**src/rtl/clk_div_ctrl.sv**
```systemverilog
// clk_div_ctrl
// Reconfiguration sequencer for the programmable reference-clock divider.
// The divider ratio is only ever changed while the divider enable is low.
// Guard intervals (DRAIN before, SETTLE after) surround every ratio change
// so the divided clock cannot glitch on a switch-over.
//
// Request handshake: a request transfers on a rising edge of i_ref_clk when
// both i_req_valid and o_req_ready are 1. The requester holds i_req_valid
// (and i_req_ratio stable) until then. Requests are not queued.
//
// Ports:
//   i_ref_clk     reference clock, shared with the divider
//   i_rst_n       asynchronous active-low reset
//   i_enable      level, 1 = divided clock wanted
//   i_req_valid   ratio-change request valid
//   i_req_ratio   requested ratio
//   o_req_ready   request can be accepted (OFF or RUN)
//   o_div_ratio   ratio driven to the divider (registered)
//   o_clk_en      enable driven to the divider (registered, 1 only in RUN)
//   o_busy        reconfiguration in progress (DRAIN, LOAD, SETTLE)
//   o_done        one-cycle completion pulse (registered)
//   o_bypass      1 when o_div_ratio < 2 (divider passes the clock through)
//   o_dbg_state   current FSM state encoding, for observation only
module clk_div_ctrl #(
    parameter int DIV_RATIO_WIDTH = 4,
    parameter int GUARD_CYCLES    = 4,
    parameter int RESET_RATIO     = 2
) (
    input  logic                       i_ref_clk,
    input  logic                       i_rst_n,
    input  logic                       i_enable,
    input  logic                       i_req_valid,
    input  logic [DIV_RATIO_WIDTH-1:0] i_req_ratio,
    output logic                       o_req_ready,
    output logic [DIV_RATIO_WIDTH-1:0] o_div_ratio,
    output logic                       o_clk_en,
    output logic                       o_busy,
    output logic                       o_done,
    output logic                       o_bypass,
    output logic [2:0]                 o_dbg_state
);

    localparam int CNT_W = $clog2(GUARD_CYCLES + 1);
    localparam logic [CNT_W-1:0] CNT_LAST = CNT_W'(GUARD_CYCLES - 1);

    typedef enum logic [2:0] {
        ST_OFF    = 3'd0,
        ST_SETTLE = 3'd1,
        ST_RUN    = 3'd2,
        ST_DRAIN  = 3'd3,
        ST_LOAD   = 3'd4
    } state_e;

    state_e                     state_q, state_d;
    logic [DIV_RATIO_WIDTH-1:0] ratio_q, ratio_d;
    logic [DIV_RATIO_WIDTH-1:0] pend_ratio_q, pend_ratio_d;
    logic                       pending_q, pending_d;
    logic [CNT_W-1:0]           cnt_q, cnt_d;
    logic                       clk_en_q, clk_en_d;
    logic                       done_q, done_d;
    logic                       accept;

    assign o_req_ready = (state_q == ST_OFF) || (state_q == ST_RUN);
    assign o_busy      = (state_q == ST_DRAIN) || (state_q == ST_LOAD) ||
                         (state_q == ST_SETTLE);
    assign o_bypass    = (ratio_q < DIV_RATIO_WIDTH'(2));
    assign o_div_ratio = ratio_q;
    assign o_clk_en    = clk_en_q;
    assign o_done      = done_q;
    assign o_dbg_state = state_q;

    assign accept = i_req_valid && o_req_ready;

    always_ff @(posedge i_ref_clk or negedge i_rst_n) begin
        if (!i_rst_n) begin
            state_q      <= ST_OFF;
            ratio_q      <= DIV_RATIO_WIDTH'(RESET_RATIO);
            pend_ratio_q <= '0;
            pending_q    <= 1'b0;
            cnt_q        <= '0;
            clk_en_q     <= 1'b0;
            done_q       <= 1'b0;
        end else begin
            state_q      <= state_d;
            ratio_q      <= ratio_d;
            pend_ratio_q <= pend_ratio_d;
            pending_q    <= pending_d;
            cnt_q        <= cnt_d;
            clk_en_q     <= clk_en_d;
            done_q       <= done_d;
        end
    end

    always_comb begin
        state_d      = state_q;
        ratio_d      = ratio_q;
        pend_ratio_d = pend_ratio_q;
        pending_d    = pending_q;
        cnt_d        = cnt_q;
        done_d       = 1'b0;

        case (state_q)
            ST_OFF: begin
                // Divider is already disabled, so a new ratio loads directly.
                if (accept) begin
                    ratio_d = i_req_ratio;
                    done_d  = 1'b1;
                end
                if (i_enable) begin
                    state_d   = ST_SETTLE;
                    cnt_d     = '0;
                    pending_d = 1'b0;
                end
            end
            ST_SETTLE: begin
                if (cnt_q == CNT_LAST) begin
                    state_d = i_enable ? ST_RUN : ST_OFF;
                    if (pending_q) begin
                        done_d    = 1'b1;
                        pending_d = 1'b0;
                    end
                end else if (!i_enable && !pending_q) begin
                    // Plain power-up settle with nothing to finish: abandon it.
                    state_d = ST_OFF;
                end else begin
                    cnt_d = cnt_q + CNT_W'(1);
                end
            end
            ST_RUN: begin
                if (!i_enable) begin
                    // Divider is being switched off anyway; a same-cycle
                    // request loads as it would in OFF.
                    state_d = ST_OFF;
                    if (accept) begin
                        ratio_d = i_req_ratio;
                        done_d  = 1'b1;
                    end
                end else if (accept) begin
                    if (i_req_ratio == ratio_q) begin
                        done_d = 1'b1;
                    end else begin
                        pend_ratio_d = i_req_ratio;
                        pending_d    = 1'b1;
                        state_d      = ST_DRAIN;
                        cnt_d        = '0;
                    end
                end
            end
            ST_DRAIN: begin
                if (cnt_q == CNT_LAST) begin
                    state_d = ST_LOAD;
                end else begin
                    cnt_d = cnt_q + CNT_W'(1);
                end
            end
            ST_LOAD: begin
                ratio_d = pend_ratio_q;
                state_d = ST_SETTLE;
                cnt_d   = '0;
            end
            default: begin
                state_d = ST_OFF;
            end
        endcase

        clk_en_d = (state_d == ST_RUN);
    end

endmodule

```
**config.mk**
```make
export PLATFORM = sky130hd
export DESIGN_NAME = clk_div_ctrl
export DESIGN_NICKNAME = d
export VERILOG_FILES = /design/src/rtl/clk_div_ctrl.sv
export SDC_FILE = /design/constraint.sdc
export NUM_CORES = 1
export LEC_CHECK = 0
export CELL_PAD_IN_SITES_DETAIL_PLACEMENT = 2
export CELL_PAD_IN_SITES_GLOBAL_PLACEMENT = 2
export CORE_MARGIN = 5
export CORE_UTILIZATION = 33
export CTS_BUF_LIST = sky130_fd_sc_hd__clkbuf_4 sky130_fd_sc_hd__clkbuf_8
export DETAILED_ROUTE_END_ITERATION = 12
export PLACE_DENSITY_LB_ADDON = 0.1
export REMOVE_ABC_BUFFERS = 1
export SKIP_LAST_GASP = 1
export SLEW_MARGIN = 20
export SYNTH_ARGS = -nofsm -noshare
export SYNTH_HDL_FRONTEND = slang
export SYNTH_SLANG_ARGS = --single-unit
```
**constraint.sdc**
```tcl
create_clock -name i_ref_clk -period 1.7 [get_ports i_ref_clk]
set_input_delay 0.425 -clock i_ref_clk [delete_from_list [all_inputs] [get_ports i_ref_clk]]
set_output_delay 0.425 -clock i_ref_clk [all_outputs]
set_load 0.01 [all_outputs]
```
Word-level counts from Yosys, hierarchy flattened
Cells that the tools add are included.
{"block": "totals", "reg_bits": 17, "ram_bits": 0, "output_inout_bits": 12, "mem_count": 0, "latchBits": 0, "mem_bits_ro": 0, "word_cells": 74, "inputBits": 8}
{"block": "op_classes", "eq_ne": 16, "n_shift": 0, "multipliers": 0, "n_div": 0, "n_addsub": 1, "muxes": 33, "reduce_logical": 15, "order_cmp": 1, "n_bitwise": 1}
{"cell": "3-bit two-way mux", "n": 14}
{"cell": "3-bit case mux with 5 select lines", "n": 2}
{"cell": "2-bit != test (second input constant)", "n": 8}
{"cell": "3-bit by 2-bit equality test with 1-bit output (second input constant)", "n": 4}
{"cell": "4-bit case mux with 3 select lines", "n": 1}
{"cell": "1-bit two-way mux", "n": 11}
{"cell": "4-bit two-way mux", "n": 2}
{"cell": "8-bit AND reduction", "n": 1}
{"cell": "1-bit case mux with 3 select lines", "n": 2}
{"cell": "6-bit AND reduction", "n": 1}
{"cell": "3-bit nonzero test", "n": 2}
{"cell": "5-bit nonzero test", "n": 1}
{"cell": "4-bit equality test", "n": 1}
{"cell": "4-bit by 2-bit less-than comparator with 1-bit output (second input constant)", "n": 1}
{"cell": "4-bit AND reduction", "n": 1}
{"cell": "3-bit by 1-bit adder with 3-bit output (second input constant)", "n": 1}
{"cell": "3-bit by 1-bit equality test with 1-bit output (second input constant)", "n": 1}
{"cell": "3-bit equality test (second input constant)", "n": 1}
{"cell": "3-bit zero test", "n": 1}
{"cell": "1-bit logical OR", "n": 3}
{"cell": "1-bit logical AND", "n": 2}
{"cell": "1-bit zero test", "n": 2}
{"cell": "2-bit two-way mux", "n": 1}
{"cell": "2-bit by 1-bit != test with 1-bit output (second input constant)", "n": 1}
{"cell": "2 further kinds", "n": 2}

Longest topological paths before layout
Gate-level depths: netlist (run 1).
{"block": "depth", "word_depth": 7, "depth_mapped": 6, "ltp_nobuf": 6}

Worst setup path after synthesis (run 1)
No wires, ideal clock.
{"block": "synth_path", "kind": "register -> register", "start": "reg ratio_q[1] (netlist: o_div_ratio[1])", "end": "reg pend_ratio_q[0]", "setup_ns": 0.125, "t_required_ns": 1.575, "n_path_buf": 1, "arrival_time_ns": 1.420, "period_less_slack_ns": 1.545, "stages_incl_launch_ff": 6, "slack_ns": 0.155, "path_cell_list": "dfstp_2 xnor2_1 nand4_2 and3_1 buf_6 mux2_4"}
{"block": "synth_between", "elab_chain_cells": 3}
{"item": "start, declared", "line": "55", "text": "logic [DIV_RATIO_WIDTH-1:0] ratio_q, ratio_d;"}
{"item": "start signal, assigned", "line": "77", "text": "ratio_q <= DIV_RATIO_WIDTH'(RESET_RATIO);"}
{"item": "start signal, assigned", "line": "85", "text": "ratio_q <= ratio_d;"}
{"item": "4-bit equality test", "line": "139", "text": "if (i_req_ratio == ratio_q) begin"}
{"item": "1-bit inverter (no line)"}
{"item": "4-bit AND reduction (no line)"}
{"item": "end signal, assigned", "line": "86", "text": "pend_ratio_q <= pend_ratio_d;"}
{"item": "end, declared", "line": "56", "text": "logic [DIV_RATIO_WIDTH-1:0] pend_ratio_q, pend_ratio_d;"}
No other way between the ends.
A chain may end at the register's enable or synchronous reset.

Final worst setup path (run 1)
{"block": "layout_path", "start": "reg ratio_q[1] (netlist: o_div_ratio[1])", "end": "out o_bypass"}
{"block": "layout_between", "elab_chain_cells": 1}
{"item": "4-bit by 2-bit less-than comparator with 1-bit output", "line": "66", "text": "assign o_bypass = (ratio_q < DIV_RATIO_WIDTH'(2));"}
{"item": "end, declared", "line": "39", "text": "output logic o_bypass,"}
No other way between the ends.

==> flow_summary.json, run 1 <==
{
  "synth_edf_count": 0,
  "cp-end-kind": "output port",
  "routed_via_density": 5.13,
  "synth_cells": 82,
  "finalCriticalPeriod_ns": 1.70,
  "crit_family": "flip-flops",
  "drive_gt1_frac": 0.387,
  "synth_area_um2": 947,
  "first_pass_iters": 4,
  "r2r_slack_ns": 0.03,
  "cts.path.max_buffers": 2,
  "drt-total-wl_um": 2980,
  "synth.yosys.seq_area_share": 0.450,
  "final.setup.tns_ns": 0,
  "num_vias": 795,
  "crit_slowest_cell": "dfstp_2",
  "synth_warnings": 0,
  "area_growth_syn_to_layout_pct": 46.2,
  "synth.most_common_cell": "dfrtp_1",
  "synth.area.top_cells": "dfrtp_1 42%, mux2_4 6.3%, mux2i_1 4.2%",
  "dieArea_um2": 4040,
  "drt-initial-drc-count": 12,
  "skew_ns": 0.00606,
  "hold_buffers": 0,
  "pin_count": 20,
  "nets": 135,
  "fmax_ghz": 0.589,
  "grt_antenna_before_repair": 0,
  "hold_violations": 0,
  "chipHeight_um": 63.6,
  "clk_pin_slew_worst_paths_ns": 0.12,
  "cts_made_buffers": 3,
  "port_buffers": 19,
  "yosysUniqueCellTypes": 34,
  "coreArea_um2": 2760,
  "drv_slew": 0,
  "ant_nets": 0,
  "cts.sinks": 17,
  "critical_path_required_ns": 1.27,
  "crit_chain": "buf_4 > nor3_1 > buf_2",
  "grt_usage": 0.140,
  "multi_input_area_um2": 510,
  "avgSynthCellArea_um2": 11.6,
  "dp_hpwl_um": 1940,
  "start_kind": "flop",
  "grt_pass1_vias": 906,
  "powerDensity_nw_per_um2": 1700,
  "grt-ovfl-total": 0,
  "final-setup-viol-count": 0,
  "placementRows": 19,
  "wire_per_inst_um": 19.3,
  "ir_worst_vdd_mv": 0.767,
  "cts_tree": "yes",
  "async_flop_share": 1.00,
  "crit_type": "reg -> out",
  "clock_latency_ns": 0.31,
  "synth_flop_cell": "dfrtp_1",
  "worstReg2RegStart": "o_div_ratio[1]",
  "grt_start_max_net_pins": 12,
  "period_share": 0.998,
  "seq_area_um2": 427,
  "holdCritPathClass": "in -> async",
  "timing.rr.end": "cnt_q[0]",
  "final_core_util": 0.502,
  "max_cap_viol_count": 0,
  "cp_num_buf_inv": 2,
  "maxSlewHeadroom": 0.552,
  "synth_common_cells": "16 x dfrtp_1, 6 x nand2_1",
  "r2r_cells": 6,
  "tightest_slew_ns": 0.671,
  "yosys.area.top_type": "dfrtp_1",
  "timing.hold.ws_ns": 0.389,
  "arrival_ns": 1.27,
  "drc": 0,
  "cts_root_buffer": "clkbuf_4",
  "diodes": 0,
  "nFillCells": 299,
  "p_total_uw": 2360,
  "grt_pass1_wl_um": 4400,
  "gp_congestion": 0.757,
  "initial_core_util": 0.343,
  "htreeDepth": 1,
  "max_stage_delay_ns": 0.39,
  "crit_path_max_fanout": 3,
  "die_w_um": 63.6,
  "leakage_uw": 0.000629,
  "synth-seq-cells": 17,
  "outcome": "finished, final reports clean",
  "synth_top_area_share": 0.423,
  "rsz0062_at_grt": "yes"
}
stage by stage:
stage	std cells	setup WS, ns	instance area (um^2)
global route	155	-0.0328	1390
floorplan	78	0.101	906
finish	155	0.00311	1390
CTS	153	-0.140	1340
global placement	146	-0.285	1280
detailed placement	146	-0.306	1280
registers in the layout, summed over array words and instances, names as in the netlist:
name	count
o_div_ratio	4
o_dbg_state	3
pend_ratio_q	4
cnt_q	3
pending_q	1
o_done	1
o_clk_en	1
power by group:
part           internal [uW]  switching (uW)  total (uW)
clock network           87.8             152         240
logic                    744             638        1380
registers                589             145         735
total                   1420             935        2360
cell usage in the layout, fill, tap and decap left out, drive strengths merged, types with 5 or more instances in the layout:
cell           count
dfrtp             16
clkdlybuf4s50     10
dlygate4sd2        5
mux2               5
buf               26
nand2              6
kinds of logic (layout without fill, tap and decap cells):
| logic type | count (synthesis) | count (layout) | share of synthesized area |
|---|---|---|---|
| XOR/XNOR | 4 | 4 | 0.0370 |
| multiplexers | 9 | 9 | 0.118 |
| AND/OR/NAND/NOR | 25 | 25 | 0.181 |
| buffers and inverters | 8 | 50 | 0.0594 |
| AO/OA/AOI/OAI | 17 | 17 | 0.128 |
| flip-flops | 17 | 17 | 0.450 |
| adder cells (fa/ha/maj) | 2 | 2 | 0.0264 |
worst max path at each step:
stage	cells past startpoint	to	slack (ns)	start
final	3	o_bypass	0.003	o_div_ratio[1]
after CTS	4	o_busy	-0.14	o_dbg_state[0]
after floorplan	3	pend_ratio_q[0]	0.10	o_dbg_state[0]
after global routing	7	cnt_q[0]	-0.03	i_enable
after global placement	5	pend_ratio_q[2]	-0.29	i_req_ratio[0]
after detailed placement	5	pend_ratio_q[3]	-0.31	i_req_ratio[0]
layer usage:
| layer | wire, um | vias to the layer above | global-route usage |
|---|---|---|---|
| met1 | 1310 | 402 | 0.170 |
| met5 | 0 | - | 0 |
| li1 | - | 375 | - |
| met4 | 38 | 0 | 0.0468 |
| met3 | 100 | 5 | 0.0320 |
| met2 | 1540 | 13 | 0.240 |
worst reg2reg max path, cell delays in order (launching register included):
cell and delay (ns):
dfstp_2 0.55, buf_4 0.13, xnor2_1 0.15, nand4_2 0.17, a311oi_2 0.28, buf_4 0.19
mux2_2 0.14
layout make-up:
type,count,area share
Tap cell,31,0.0280
Inverter,4,0.0108
Sequential cell,17,0.308
Timing Repair Buffer,42,0.265
Multi-Input combinational cell,57,0.369
Clock buffer,3,0.0163
Clock inverter,1,0.00361
timing repair:
action                     in CTS  in global routing
setup buffers                   3                  2
gates resized for setup        14                 17
setup endpoints to repair      14                 13
pin swaps                       1                  4
Note: power is estimated with default switching activity, not from simulation.
==> run 2, diff against run 1 <==
--- a/config.mk
+++ b/config.mk
@@ -13,6 +13,7 @@
 export DETAILED_ROUTE_END_ITERATION = 12
 export PLACE_DENSITY_LB_ADDON = 0.1
 export REMOVE_ABC_BUFFERS = 1
+export SETUP_SLACK_MARGIN = 0.5
 export SKIP_LAST_GASP = 1
 export SLEW_MARGIN = 20
 export SYNTH_ARGS = -nofsm -noshare
==> run 2 against run 1 <==
Net effect:
- the run now ends with negative setup slack left
- register-to-register slack got worse by 0.02 ns
- core utilization is 9.3 points higher
- setup slack worse by 0.043 ns
- via count is 11% higher
- sequential share of layout area shrank 4.7 points
- cell count rose by 7.7%
- fmax down 2.5%
- count of clock-buffer cells in the layout unchanged
- design area grew 18%
- clock power increased by 7%
- first-iteration DRC count up 140%
- critical endpoint is now o_busy
- largest cell class unchanged
==> flow_summary.json, run 2 (synthesis gave the netlist of run 1 again) <==
{
  "grt_antenna_before_repair": 0,
  "drv_slew": 0,
  "final.setup.tns_ns": -0.0407,
  "p_total_uw": 2970,
  "ir_worst_vdd_mv": 1.19,
  "num_vias": 884,
  "wire_per_inst_um": 26.1,
  "crit_slowest_cell": "dfrtp_1",
  "layout_common_cells": "24 x buf_4, 16 x buf_6, 15 x dfrtp_1",
  "outcome": "finished, violations left",
  "drive_gt1_frac": 0.632,
  "diodes": 0,
  "crit_type": "reg -> out",
  "final_core_util": 0.595,
  "drt-total-wl_um": 4370,
  "finalCriticalPeriod_ns": 1.74,
  "area_growth_syn_to_layout_pct": 73.2,
  "crit_chain": "nor3b_4 > inv_1 > nand2_1 > buf_6",
  "period_share": 1.02,
  "cts.path.max_buffers": 2,
  "max_cap_viol_count": 0,
  "hold_buffers": 0,
  "violations": "negative setup slack",
  "nFillCells": 265,
  "max_stage_delay_ns": 0.45,
  "grt-ovfl-total": 0,
  "cts.sinks": 17,
  "drc": 0,
  "gp_congestion": 0.757,
  "die_w_um": 63.6,
  "htreeDepth": 1,
  "hold_violations": 0,
  "place_inst": 146,
  "dp_hpwl_um": 1940,
  "cts_root_buffer": "clkbuf_4",
  "cts_tree": "yes",
  "rsz0062_at_grt": "yes",
  "drt-initial-drc-count": 29,
  "holdCritPathClass": "in -> async",
  "chipHeight_um": 63.6,
  "timing.hold.ws_ns": 0.387,
  "final_common_cell": "buf_4",
  "first_pass_iters": 4,
  "powerDensity_nw_per_um2": 1810,
  "grt_usage": 0.185,
  "instances_no_fill": 167,
  "crit_path_max_fanout": 2,
  "r2r_cells": 4,
  "start_kind": "flop",
  "dieArea_um2": 4040,
  "ant_nets": 0,
  "skew_ns": 0.0129,
  "setup_slack_ns": -0.0402,
  "clock_latency_ns": 0.32,
  "placementRows": 19,
  "critical_path_required_ns": 1.27,
  "leakage_uw": 0.000755,
  "clk_pin_slew_worst_paths_ns": 0.14,
  "nets": 147,
  "grt_pass1_wl_um": 5710,
  "maxSlewHeadroom": 0.717,
  "tightest_slew_ns": 0.423,
  "cp-end-kind": "output port",
  "final-setup-viol-count": 2,
  "routed_via_density": 5.29,
  "initial_core_util": 0.343,
  "arrival_ns": 1.32,
  "fmax_ghz": 0.575,
  "grt_pass1_vias": 1030,
  "port_buffers": 19,
  "coreArea_um2": 2760,
  "grt_start_max_net_pins": 12,
  "pin_count": 20,
  "cts_made_buffers": 3
}
[run 2: cell types whose count changed in the layout (fill, tap and decap cells not counted), moves of 2 or more]
cell and change:
buf_6 +14, nor2_4 +2, buf_4 +3, nor2_1 -2
xnor2_1 -4, a21oi_1 -2, buf_2 +3, xnor2_2 +4
clkdlybuf4s50_1 -8, nor2b_4 +2
[run 2: metrics by stage]
step | cell area (um^2) | setup WS (ns)
6_report | 1640 | -0.0402
4_1_cts | 1520 | 0.0103
2_1_floorplan | 906 | 0.101
3_3_place_gp | 1280 | -0.285
5_1_grt | 1640 | -0.135
3_5_place_dp | 1280 | -0.306
[run 2: cell type report]
| type | instances | area, um^2 | share of cell area |
|---|---|---|---|
| timing repair buffer | 54 | 482 | 0.294 |
| sequential | 17 | 428 | 0.261 |
| inverter | 4 | 15.0 | 0.00915 |
| clock buffer | 3 | 22.5 | 0.0137 |
| multi-input combinational | 57 | 649 | 0.396 |
| tap | 31 | 38.8 | 0.0236 |
| clock inverter | 1 | 5.00 | 0.00305 |
[run 2: report_power, final]
group / total (uW) / switching, uW / internal, uW
logic: 1930 / 896 / 1030
registers: 787 / 195 / 591
clock network: 256 / 168 / 88.0
total: 2970 / 1260 / 1710
[run 2: critical path: cells and delay by family, from the launching register on]
kind                   cells  cell delay [ns]
buffers and inverters      2             0.19
flip-flops                 1             0.45
AND/OR/NAND/NOR            2             0.36
[run 2: repair_timing]
| item | 4_1_cts | 5_1_grt |
|---|---|---|
| gates cloned | 0 | 0 |
| pin swaps | 14 | 8 |
| hold endpoints to repair | 0 | 0 |
| setup endpoints to repair | 28 | 28 |
| buffers inserted | 14 | 3 |
| resized for setup | 85 | 21 |
[run 2: metal layers]
layer | share of wire | global-route usage | vias to the layer above
li1 | - | - | 402
met1 | 0.44 | 0.236 | 464
met2 | 0.52 | 0.321 | 16
met3 | 0.025 | 0.0284 | 2
met4 | 0.0060 | 0.0468 | 0
met5 | 0 | 0 | -
[run 2: final timing paths]
kind	from	endpoint	slack [ns]
min reg2reg	cnt_q[2]	cnt_q[2]	0.53
min	i_rst_n	o_done	0.39
min in group i_ref_clk	cnt_q[2]	cnt_q[2]	0.53
max	o_dbg_state[0]	o_busy	-0.04
max in group asynchronous	i_rst_n	o_div_ratio[2]	0.88
max reg2reg	o_dbg_state[1]	pend_ratio_q[1]	0.01
